===== config.mk =====
export PLATFORM = sky130hd
export DESIGN_NAME = serial2parallel_rx_flat
export DESIGN_NICKNAME = d
export VERILOG_FILES = /design/src/rtl/serial2parallel_rx_pkg.sv /design/src/rtl/serial2parallel_rx_if.sv /design/src/rtl/serial2parallel_rx.sv /design/src/flat_wrapper.sv
export SDC_FILE = /design/constraint.sdc
export NUM_CORES = 1
export LEC_CHECK = 0
export BUFFER_PORTS_ARGS = -buffer_cell sky130_fd_sc_hd__buf_4
export CAP_MARGIN = 20
export CORE_MARGIN = 4
export CORE_UTILIZATION = 45
export DETAILED_ROUTE_END_ITERATION = 8
export PLACE_DENSITY_LB_ADDON = 0.3
export SLEW_MARGIN = 25
export SYNTH_ARGS = -nofsm -noshare
export SYNTH_HDL_FRONTEND = slang
export SYNTH_SLANG_ARGS = --single-unit

===== constraint.sdc =====
create_clock -name clk -period 1.5 [get_ports clk]
set_clock_uncertainty 0.2 [all_clocks]
set_input_delay 0.3 -clock clk [delete_from_list [all_inputs] [get_ports clk]]
set_output_delay 0.3 -clock clk [all_outputs]
set_load 0.05 [all_outputs]

===== src/rtl/serial2parallel_rx_pkg.sv =====
// rtl/serial2parallel_rx_pkg.sv - shared state type and default word width for the serial link
package serial2parallel_rx_pkg;

  localparam int DEFAULT_WIDTH = 4;

  typedef enum logic {
    HUNT  = 1'b0,
    SHIFT = 1'b1
  } rx_state_t;

endpackage


===== src/rtl/serial2parallel_rx_if.sv =====
// rtl/serial2parallel_rx_if.sv - serial link input and deserialized word/status outputs
interface serial2parallel_rx_if #(
  parameter int WIDTH = serial2parallel_rx_pkg::DEFAULT_WIDTH
);

  logic             din;
  logic             frame_in;
  logic [WIDTH-1:0] dout;
  logic             valid_out;
  logic             locked;
  logic             frame_err;

  modport master (
    output din,
    output frame_in,
    input  dout,
    input  valid_out,
    input  locked,
    input  frame_err
  );

  modport slave (
    input  din,
    input  frame_in,
    output dout,
    output valid_out,
    output locked,
    output frame_err
  );

endinterface


===== src/rtl/serial2parallel_rx.sv =====
// rtl/serial2parallel_rx.sv - MSB-first deserializer with frame alignment tracking
module serial2parallel_rx
  import serial2parallel_rx_pkg::*;
#(
  parameter int WIDTH = DEFAULT_WIDTH
) (
  input  logic                clk,
  input  logic                rst_n,
  serial2parallel_rx_if.slave bus
);

  localparam int CW = $clog2(WIDTH);

  rx_state_t        state;
  logic [WIDTH-1:0] shift_q;
  logic [CW-1:0]    cnt;
  logic [WIDTH-1:0] dout_q;
  logic             valid_q;
  logic             locked_q;
  logic             err_q;

  always_ff @(posedge clk or negedge rst_n) begin
    if (!rst_n) begin
      state    <= HUNT;
      shift_q  <= '0;
      cnt      <= '0;
      dout_q   <= '0;
      valid_q  <= 1'b0;
      locked_q <= 1'b0;
      err_q    <= 1'b0;
    end else begin
      valid_q <= 1'b0;
      err_q   <= 1'b0;
      if (bus.frame_in) begin
        // A frame marker always restarts the word; mid-word it also flags truncation
        if (state == SHIFT && cnt != '0) begin
          err_q    <= 1'b1;
          locked_q <= 1'b0;
        end
        shift_q <= WIDTH'(bus.din);
        cnt     <= CW'(1);
        state   <= SHIFT;
      end else if (state == SHIFT) begin
        if (cnt == '0) begin
          err_q    <= 1'b1;
          locked_q <= 1'b0;
          state    <= HUNT;
        end else if (cnt == CW'(WIDTH - 1)) begin
          dout_q   <= {shift_q[WIDTH-2:0], bus.din};
          shift_q  <= {shift_q[WIDTH-2:0], bus.din};
          valid_q  <= 1'b1;
          locked_q <= 1'b1;
          cnt      <= '0;
        end else begin
          shift_q <= {shift_q[WIDTH-2:0], bus.din};
          cnt     <= cnt + CW'(1);
        end
      end
    end
  end

  assign bus.dout      = dout_q;
  assign bus.valid_out = valid_q;
  assign bus.locked    = locked_q;
  assign bus.frame_err = err_q;

endmodule


===== src/flat_wrapper.sv =====
// flat-port wrapper written by rule: the top's interface ports become plain ports
module serial2parallel_rx_flat import serial2parallel_rx_pkg::*;
#(
  parameter int WIDTH = DEFAULT_WIDTH
)
  (clk, rst_n, bus_din, bus_frame_in, bus_dout, bus_valid_out, bus_locked, bus_frame_err);
  serial2parallel_rx_if #(.WIDTH(WIDTH)) bus_i ();
  input  logic clk;
  input  logic rst_n;
  input wire logic [$bits(bus_i.din)-1:0] bus_din;
  input wire logic [$bits(bus_i.frame_in)-1:0] bus_frame_in;
  output wire logic [$bits(bus_i.dout)-1:0] bus_dout;
  output wire logic [$bits(bus_i.valid_out)-1:0] bus_valid_out;
  output wire logic [$bits(bus_i.locked)-1:0] bus_locked;
  output wire logic [$bits(bus_i.frame_err)-1:0] bus_frame_err;
  assign bus_i.din = bus_din;
  assign bus_i.frame_in = bus_frame_in;
  assign bus_dout = bus_i.dout;
  assign bus_valid_out = bus_i.valid_out;
  assign bus_locked = bus_i.locked;
  assign bus_frame_err = bus_i.frame_err;
  serial2parallel_rx #(.WIDTH(WIDTH)) u_core (.clk(clk), .rst_n(rst_n), .bus(bus_i));
endmodule

; Word level (Yosys, flattened, before mapping)
; Index checks and enable logic that the tools add are counted.
[word_totals]
elab_cells = 44
input_bits = 4
out_inout_bits = 7
reg_bits = 13
[classes]
n_eq_ne = 3
bitwise_logic = 2
n_reduce_logical = 8
addsub = 1
mux = 23
[ops]
columns = op, count
row1 = $mux W1, 16
row2 = $mux W3, 3
row3 = $mux W2, 4
row4 = $reduce_and A4 Y1, 1
row5 = $reduce_bool A2 Y1, 2
row6 = $reduce_and A3 Y1, 1
row7 = $reduce_bool A3 Y1, 1
row8 = $add A2 B1 Y2 const B, 1
row9 = $eq A2 B2 Y1 const B, 1
row10 = $logic_not A2 Y1, 1
row11 = $ne A2 B1 Y1 const B, 1
row12 = $ne A2 B2 Y1 const B, 1
row13 = $not A1 Y1, 2
row14 = $reduce_and A2 Y1, 1
row15 = $logic_and A1 B1 Y1, 1

; Logic depth before layout (Yosys ltp)
; Gate-level depths: netlist of run 1.
[logic_depth]
word_depth = 5
ltp_mapped = 6
mapped_depth_nobuf = 5

; Worst setup path before layout of run 1
; No wires, ideal clock.
[synth_timing]
path_type = reg2reg
start = register u_core.cnt[0]
end = register u_core.dout_q[0] (netlist: u_core.bus.dout[0])
setup_slack_ns = -0.087
period_less_slack_ns = 1.587
setup_time_ns = 0.125
arrival_ns = 1.263
path_stages_with_launch = 5
n_path_buf = 0
t_required_ns = 1.175
path_cell_list = dfrtp_1 inv_1 ha_1 nor3_4 mux2_2
[synth_via]
elab_chain_cells = 3
elab_cells_between_ends = 4
cone_classes = eq/ne (1) / bitwise (1) / reduce/logical (2)
[synth_rtl]
columns = element, line_no
row1 = "start, declared", serial2parallel_rx.sv:16  ; logic [CW-1:0] cnt;
row2 = "start signal, assigned", serial2parallel_rx.sv:56  ; cnt <= cnt + CW'(1);
row3 = $logic_not A2 Y1, serial2parallel_rx.sv:44  ; if (cnt == '0) begin
row4 = $not A1 Y1 (no source line), n/a
row5 = $reduce_and A4 Y1 (no source line) *, n/a
row6 = "end signal, assigned", serial2parallel_rx.sv:49  ; dout_q <= {shift_q[WIDTH-2:0], bus.din};
row7 = "end, declared", serial2parallel_rx.sv:17  ; logic [WIDTH-1:0] dout_q;
; Mark *: on every way between the ends. The rest lies on a longest branch, timed or not.
; A chain may end at the register's enable or synchronous reset.

; Worst setup path in the final report of run 1
[layout_timing]
start = register u_core.cnt[0]
end = register u_core.dout_q[1] (netlist: u_core.bus.dout[1])
; Same word-level chain as after synthesis.

==> results by group, run 1 <==
Setup path
  • Crit Reg-Reg Endpoint: u_core.bus.dout[1]
  • Buf+Inv Stages, Crit Path: 1
  • Slowest cell on the critical path: dfrtp_1
  • Reg-to-reg startpoint: u_core.cnt[0]
  • Worst R2R Setup Slack: -0.07 ns
  • Crit-path cells: inv_2 > ha_4 > nor3_4 > mux2_2
  • Worst endpoint required time: 1.46 ns
  • Crit-path max cell delay: 0.39 ns
  • Crit path max fanout: 4
  • Cell family with most CP delay: flip-flops
  • WS Path Type: reg -> reg
  • Arrival @ worst endpoint: about 1.5 ns
  • Critical Path Sink Type: flip-flop
  • Worst reg2reg path depth: 4
  • CP startpoint kind: flip-flop

Clock network
  • Clock Latency Late Sink: 0.27 ns
  • Clock sinks: 13
  • CTS tree: built
  • Bufs on Longest Clock Path: 2
  • H-tree Lvls: 1
  • Root buf cell: clkbuf_4
  • Num CTS Buffers: 3
  • Worst-path clk slew: 0.07 ns

Cells and area
  • Fillcell total: 102
  • Final core occ: between 60% and 70%
  • Register Area: between 300 and 400 um^2
  • Area of the multi-input gates: 296.5 um^2
  • Most frequent cells in the layout: buf_4, dfrtp_1, mux2i_1
  • Most common cell after layout, fill and taps aside: buf_4
  • N_diodes: 0
  • Layout cell share with drive strength beyond 1: 54.41%
  • NumNets Final: 76
  • Layout Area Growth over Synthesis: 35.16%

Detailed routing
  • DRT iter0 DRCs: 4
  • Via count: 400
  • Final antenna-violating net count: 0
  • # DRC: 0
  • Drt via density: between 4 and 5
  • 1st-pass router iterations: 6
  • Routed WL per cell: 12.87 um
  • Total wire length: 1068 um

Timing
  • Final setup viols: 4
  • RSZ-0062 raised after global routing: yes
  • Endpoints failing hold: 0
  • Fmax: 637.1 MHz
  • Relative slew slack: 84.23%
  • Setup ws final: -0.06952 ns
  • Final Cycle Share: 104.6%
  • Worst-margin pin slew: 0.2357 ns
  • Final Max Slew Viols: 0
  • Tmin final: 1.570 ns

Logic synthesis
  • Post-Synth XOR/XNOR Area: 1.423%
  • Post-Synth Simple-Gate Area: 14.84%
  • #FFs+latches synth: 13
  • Cell taking the most area after synthesis: dfrtp_1
  • Post-synthesis adder-cell area fraction: 6.098%
  • Synth top area share: 52.85%
  • Mapped Cells: 48
  • Syn Std Cell Area: 615.6 um^2
  • Main combinational cell family by area after synthesis: multiplexers
  • Yosys cell types: 18
  • Synth Area in Compound Gates: 1.423%
  • YS warnings: 0
  • Post-synthesis mux area share: 17.89%
  • Synth Area per Inst: 12.82 um^2
  • Post-Syn Nets: 55
  • Largest cells by area after synthesis: dfrtp_1, mux2i_1, mux2_2
  • Sequential area share after synthesis: a little over half

Run status
  • Failing checks: setup timing
  • Status: finished with violations

Pwr
  • Switching pwr: about 0.00081 W
  • Leakage: 0.4125 nW
  • Pwr per Cell Area: 2290 nW/um^2
  • Switching share of power: 42.31%
  • Max IR drop VDD: 1.011 mV
  • Gate power share: between 50% and 60%
  • Cell Int Power: around 0.0011 W
  • Sequential group share of total power: 30.1%
  • Clock network power share: 10.9%

Global routing
  • Global-route wire length before repair: 1711 um
  • Largest net degree at the start of global routing: 14
  • Global Route Usage Sum: 11.86%
  • Initial antenna violation count: 0
  • Grt total ovfl: 0
  • Vias in the first global route: 402

Hold path
  • HP Class: in -> reg
  • Hold Path End: u_core.cnt[1]
  • HP Start: bus_frame_in
  • Hold Path Depth: 2

Floorplan
  • Die area: 2024 um^2
  • Site Rows: 13
  • Die Y: 44.99 um
  • Initial core utilization: 47.31%
  • Total I/O pin count: 11
  • Core Footprint: 1301 um^2
  • Die Span X: 44.99 um

Placed design
  • Port Buffers: 10
  • GP Congestion: approximately 0.69
  • Dpl ws: -0.04906 ns
  • DP HPWL: 825.8 um

Flow run
  • Maxcap violations: 0
-- worst register-to-register path: stages, from the launching register on --
cell and delay [ns]:
dfrtp_1 0.39, inv_2 0.08, ha_4 0.17, nor3_4 0.24, mux2_2 0.37
-- timing repair --
action / in CTS / in global routing
hold buffers: 1 / 0
endpoints found under the hold margin: 13 / 0
resized for setup: 0 / 6
cloned: 0 / 0
pin swaps: 0 / 1
setup buffers: 0 / 2
setup endpoints to repair: 5 / 9
-- per-layer routing --
metal	vias up	track usage [%]	wire length [um]
met5	-	0	0
met4	0	5.263	16
met3	2	3.586	56
met2	8	20.34	571
met1	193	13.42	423
li1	197	-	-
-- sequential cells by signal (all words and copies together) (netlist names) --
signal	flops
u_core.bus.dout	4
u_core.bus.frame_err	1
u_core.bus.locked	1
u_core.bus.valid_out	1
u_core.cnt	2
u_core.shift_q	3
u_core.state	1
-- synthesized netlist by cell type --
| library cell | count |
|---|---|
| nor2_2 | 1 |
| o2bb2ai_1 | 1 |
| buf_6 | 2 |
| nor3_4 | 1 |
| nor2_1 | 5 |
| inv_1 | 3 |
| nor2b_4 | 1 |
| mux2_4 | 1 |
| and2_1 | 1 |
| mux2_2 | 4 |
| mux2i_1 | 5 |
| ha_1 | 3 |
| nand2b_1 | 1 |
| nand2_1 | 3 |
| nor2b_1 | 1 |
| dfrtp_1 | 13 |
| xnor2_1 | 1 |
| or2_2 | 1 |
-- through the flow --
stage | setup TNS [ns] | total power, W | instances | cell area (um^2) | hold WS (ns)
global placement | -0.1152 | 0.001610 | 76 | 762.0 | -0.04813
CTS | -0.2640 | 0.001851 | 81 | 798.3 | 0.04452
detailed placement | -0.1835 | 0.001634 | 76 | 762.0 | -0.04348
floorplan | -0.008333 | 0.001317 | 48 | 640.6 | -0.1956
global route | -0.5904 | 0.002018 | 83 | 832.0 | 0.03647
finish | -0.2560 | 0.001905 | 83 | 832.0 | 0.05057
-- cell type report --
type / instances / share of cell area [%]
well taps: 15 / 2.256
multi-input cells: 30 / 35.64
repair buffers: 18 / 18.50
inverters: 3 / 1.353
flip-flops and latches: 13 / 39.10
clock buffers: 4 / 3.158
-- cell families (layout without fill, tap and decap cells) --
logic type / after synthesis / in the layout
DFF: 13 / 13
adders and majority gates: 3 / 3
and+or+nand+nor: 15 / 15
AOI/OAI and AO/OA: 1 / 1
buffers and inverters: 5 / 25
muxes: 10 / 10
xor gates and xnor gates: 1 / 1
-- worst max path at each step --
stage | cells past startpoint | endpoint | start | slack [ns]
after floorplan | 4 | u_core.bus.dout[0] | u_core.cnt[0] | -0.002
after global placement | 4 | u_core.bus.dout[3] | u_core.cnt[0] | -0.03
after detailed placement | 4 | u_core.bus.dout[2] | u_core.cnt[1] | -0.05
after CTS | 4 | u_core.bus.dout[2] | u_core.cnt[1] | -0.06
after global routing | 4 | u_core.bus.dout[2] | u_core.cnt[0] | -0.12
final | 4 | u_core.bus.dout[1] | u_core.cnt[0] | -0.07
-- power by group through the flow --
stage          clock network, W  registers (W)  logic, W
2_1_floorplan                 0       0.000848  0.000469
3_3_place_gp                  0       0.000571   0.00104
3_5_place_dp                  0       0.000578   0.00106
4_1_cts                0.000218       0.000571   0.00106
5_1_grt                0.000241       0.000590   0.00119
6_report               0.000208       0.000574   0.00112
Note: power is estimated with default switching activity, not from simulation.
==> inputs of run 2 (changes only) <==
- RECOVER_POWER: default -> 25
==> results by group, run 2 (synthesized netlist as in run 1, its figures left out) <==
Floorplan
  • Die area: 2024 um^2
  • Initial core utilization: 47.31%
  • Die Y: between 40 and 50 um
  • Total I/O pin count: 11
  • Site Rows: 13
  • Core Footprint: 1301 um^2
  • Die Span X: 44.99 um

Run status
  • Failing checks: setup timing
  • Status: finished with violations

Flow run
  • Maxcap violations: 0

Clock network
  • Clock Latency Late Sink: between 0.2 and 0.3 ns
  • Worst-path clk slew: around 0.070 ns
  • H-tree Lvls: 1
  • Root buf cell: clkbuf_4
  • CTS tree: built
  • Num CTS Buffers: 3
  • Bufs on Longest Clock Path: 2
  • Clock sinks: 13

Pwr
  • Pwr per Cell Area: ~2300 nW/um^2
  • Power Total: 0.001904 W
  • Max IR drop VDD: approximately 1 mV
  • Leakage: 0.4088 nW

Global routing
  • Largest net degree at the start of global routing: 14
  • Vias in the first global route: about 400
  • Initial antenna violation count: 0
  • Grt total ovfl: 0
  • Global-route wire length before repair: 1711 um
  • Global Route Usage Sum: 11.86%

Placed design
  • Port Buffers: 10
  • GP Congestion: 0.6911
  • Placed cell area: 762.0 um^2
  • DP HPWL: 825.8 um

Detailed routing
  • Total wire length: 1066 um
  • 1st-pass router iterations: 6
  • Top layer reached by signal wires: met4
  • DRT iter0 DRCs: 4
  • Via count: 400
  • Metal-1 WL: roughly 420 um
  • Metal3 WL: roughly 56 um
  • Drt via density: 4.819
  • Routed WL per cell: 12.84 um
  • Final antenna-violating net count: 0
  • Met2 routed WL: 571 um
  • # DRC: 0

Timing
  • Final setup viols: 4
  • Endpoints failing hold: 0
  • Relative slew slack: a little over half
  • RSZ-0062 raised after global routing: yes
  • Final Max Slew Viols: 0
  • Fmax: 637.1 MHz
  • Final Cycle Share: 104.6%
  • Worst hold slack: 0.05057 ns
  • Tmin final: 1.570 ns
  • Setup ws final: -0.06952 ns
  • Worst-margin pin slew: 0.6836 ns

Cells and area
  • Layout Area Growth over Synthesis: 34.55%
  • Most common cell after layout, fill and taps aside: buf_4
  • Final instance area: 828.3 um^2
  • N_diodes: 0
  • Most frequent cells in the layout: buf_4, dfrtp_1, mux2i_1
  • NumNets Final: 76
  • Layout cell share with drive strength beyond 1: a little over half
  • Final core occ: 63.65%
  • Fillcell total: 104
  • Max FFs per register: 4

Setup path
  • WS Path Type: reg -> reg
  • Arrival @ worst endpoint: 1.52 ns
  • Critical Path Start: u_core.cnt[0]
  • Critical Path Sink Type: flip-flop
  • Reg-to-reg startpoint: u_core.cnt[0]
  • Crit path max fanout: 4
  • Worst endpoint required time: about 1.5 ns
  • CP startpoint kind: flip-flop

Hold path
  • HP Class: in -> reg
  • HP Start: bus_frame_in
-- run 2: changes by cell type in the layout (fill, tap and decap cells not counted), sizes merged --
| cell | change |
|---|---|
| buf | -1 |
| clkbuf | +1 |
-- run 2: repair_timing --
item                                    4_1_cts  5_1_grt
hold buffers                                  1        0
pin swaps                                     0        1
endpoints found under the hold margin        13        0
endpoints found under the setup margin        5        9
setup buffers                                 0        2
gates resized for setup                       0        6
-- run 2: worst paths after layout --
path	slack (ns)	cells after the start	endpoint
min	0.05	2	u_core.cnt[1]
min in group asynchronous	0.38	2	u_core.bus.locked
min reg2reg	0.31	1	u_core.bus.dout[2]
max reg2reg	-0.07	4	u_core.bus.dout[1]
max in group asynchronous	0.29	2	u_core.bus.dout[3]
max	-0.07	4	u_core.bus.dout[1]
-- run 2: final cells by class --
| cell class | instances | area [um^2] | area share (%) |
|---|---|---|---|
| Tap cell | 15 | 18.77 | 2.266 |
| Inverter | 3 | 11.26 | 1.360 |
| Timing Repair Buffer | 18 | 150.1 | 18.13 |
| Clock buffer | 4 | 26.28 | 3.172 |
| Multi-Input combinational cell | 30 | 296.5 | 35.80 |
| Sequential cell | 13 | 325.3 | 39.27 |
-- run 2: worst max-delay path: stages, from the launching register on --
cell and delay [ns]:
dfrtp_1 0.39, inv_2 0.08, ha_4 0.17, nor3_4 0.24
mux2_2 0.37
-- run 2: power breakdown --
| part | leakage (nW) | switching (W) | internal [W] |
|---|---|---|---|
| Combinational | 0.233 | 0.000610 | 0.000512 |
| Clock | 0.0150 | 0.000105 | 0.000103 |
| Sequential | 0.161 | 0.0000911 | 0.000483 |
-- run 2: metrics by stage --
step,worst slack [ns],std cells,TNS (ns)
floorplan,-0.002176,48,-0.008333
global placement,-0.03420,76,-0.1152
detailed placement,-0.04906,76,-0.1835
CTS,-0.06384,81,-0.2640
global route,-0.1215,83,-0.5904
finish,-0.06952,83,-0.2560
-- run 2: routing by layer --
layer  vias to the layer above  GRT usage (%)
li1                        197              -
met1                       193          13.42
met2                         8          20.34
met3                         2          3.586
met4                         0          5.263
met5                         -              0
==> inputs of run 3 (changes only) <==
- REMOVE_ABC_BUFFERS: default -> 1
==> results by group, run 3 (synthesized netlist as in run 1, its figures left out) <==
Run status
  • Status: finished with violations
  • Failing checks: setup timing

Cells and area
  • Final core occ: between 60 and 70%
  • Most common cell after layout, fill and taps aside: buf_4
  • N_diodes: 0
  • Layout Area Growth over Synthesis: 31.71%
  • NumNets Final: 75
  • Most frequent cells in the layout: buf_4, dfrtp_1, mux2i_1, nor2_1
  • Area of the multi-input gates: 290.3 um^2
  • Max FFs per register: 4
  • Final instance area: 810.8 um^2
  • Fillcell total: 109
  • Register Area: 325.3 um^2
  • Layout cell share with drive strength beyond 1: slightly below 50%

Pwr
  • Pwr per Cell Area: 2279 nW/um^2
  • Max IR drop VDD: 0.9697 mV
  • Leakage: 0.4001 nW

Placed design
  • Placed cell area: 737.0 um^2
  • GP Congestion: around 0.67
  • Port Buffers: 10
  • DP HPWL: between 700 and 800 um

Setup path
  • WS Path Type: reg -> reg
  • Crit-path max cell delay: 0.39 ns
  • Cell family with most CP delay: flip-flops
  • Worst endpoint required time: roughly 1.5 ns
  • Critical Path Sink Type: flip-flop
  • Crit path max fanout: 4
  • Crit-path cells: inv_2 > ha_4 > nor3_4 > mux2_2
  • CP startpoint kind: flip-flop
  • Arrival @ worst endpoint: 1.52 ns
  • Buf+Inv Stages, Crit Path: 1
  • Slowest cell on the critical path: dfrtp_1

Global routing
  • Grt total ovfl: 0
  • Largest net degree at the start of global routing: 14
  • Global-route wire length before repair: about 1600 um
  • Global Route Usage Sum: 11.35%
  • Vias in the first global route: 379
  • Initial antenna violation count: 0

Timing
  • Fmax: 640.3 MHz
  • Relative slew slack: 53.88%
  • Worst-margin pin slew: roughly 0.69 ns
  • Endpoints failing hold: 0
  • Final Cycle Share: 104.1%
  • Setup ws final: -0.06166 ns
  • Final setup TNS: -0.2002 ns
  • RSZ-0062 raised after global routing: yes
  • Final Max Slew Viols: 0
  • Tmin final: 1.562 ns
  • Final setup viols: 4

Detailed routing
  • Drt via density: 4.695
  • Total wire length: between 900 and 1000 um
  • Via count: 385
  • # DRC: 0
  • 1st-pass router iterations: 2
  • Routed WL per cell: 11.66 um
  • DRT iter0 DRCs: 3
  • Final antenna-violating net count: 0

Clock network
  • Worst-path clk slew: 0.07 ns
  • Clock Latency Late Sink: 0.27 ns
  • CTS tree: built
  • Bufs on Longest Clock Path: 2
  • Root buf cell: clkbuf_4
  • Num CTS Buffers: 3
  • H-tree Lvls: 1
  • Clock sinks: 13

Floorplan
  • Die Span X: 44.99 um
  • Total I/O pin count: 11
  • Die area: ~2000 um^2
  • Site Rows: 13
  • Core Footprint: 1301 um^2
  • Die Y: between 40 and 50 um
  • Initial core utilization: 47.31%

Flow run
  • Maxcap violations: 0

Hold path
  • HP Class: in -> reg
## run 3: cell types whose count changed in the layout (fill, tap and decap cells not counted)
| cell | change |
|---|---|
| buf_6 | -1 |
| nor2_4 | -1 |
| mux2_4 | +1 |
| mux2_2 | -1 |
| nor2b_1 | +1 |
| nor2b_2 | -1 |
| nor2_1 | +1 |
## run 3: routing by layer
metal	vias to the layer above	part of all wire [%]	GRT usage, %
met5	-	0	0
met4	0	0	0
met3	0	8.5	7.570
met2	10	46	17.51
met1	180	46	14.14
li1	195	-	-
## run 3: through the flow
stage | hold WS [ns] | setup WS, ns | instances | power (W)
floorplan | -0.1956 | -0.08735 | 46 | 0.001222
global placement | -0.04798 | -0.09728 | 76 | 0.001552
detailed placement | -0.04910 | -0.1119 | 76 | 0.001568
CTS | 0.03543 | -0.05432 | 82 | 0.001843
global route | 0.03755 | -0.1480 | 82 | 0.001969
finish | 0.04372 | -0.06166 | 82 | 0.001848
## run 3: final timing paths
kind / depth (start not counted) / slack [ns] / from / end
setup / recovery: 4 / -0.06 / u_core.cnt[1] / u_core.bus.dout[3]
hold / removal: 2 / 0.04 / bus_frame_in / u_core.shift_q[1]
setup reg to reg: 4 / -0.06 / u_core.cnt[1] / u_core.bus.dout[3]
hold reg to reg: 1 / 0.31 / u_core.bus.dout[1] / u_core.bus.dout[1]
max in group asynchronous: 2 / 0.27 / rst_n / u_core.bus.locked
min in group asynchronous: 2 / 0.39 / rst_n / u_core.bus.dout[2]
## run 3: final cells by class
class | count | area share [%]
clock buffer | 4 | 3.241
inverter | 3 | 1.389
multi-input combinational | 30 | 35.80
sequential | 13 | 40.12
tap | 15 | 2.315
timing repair buffer | 17 | 17.13
## run 3: where the power goes
group | switching (W) | internal (W) | leakage [nW]
sequential | 0.0000856 | 0.000483 | 0.161
combinational | 0.000586 | 0.000487 | 0.224
clock | 0.000102 | 0.000103 | 0.0150
## run 3: what timing repair did
item / in CTS / in global routing
endpoints found under the setup margin: 8 / 9
pin swaps: 1 / 0
hold buffers: 1 / 0
setup buffers: 1 / 0
hold endpoints to repair: 13 / 0
resized for setup: 8 / 1
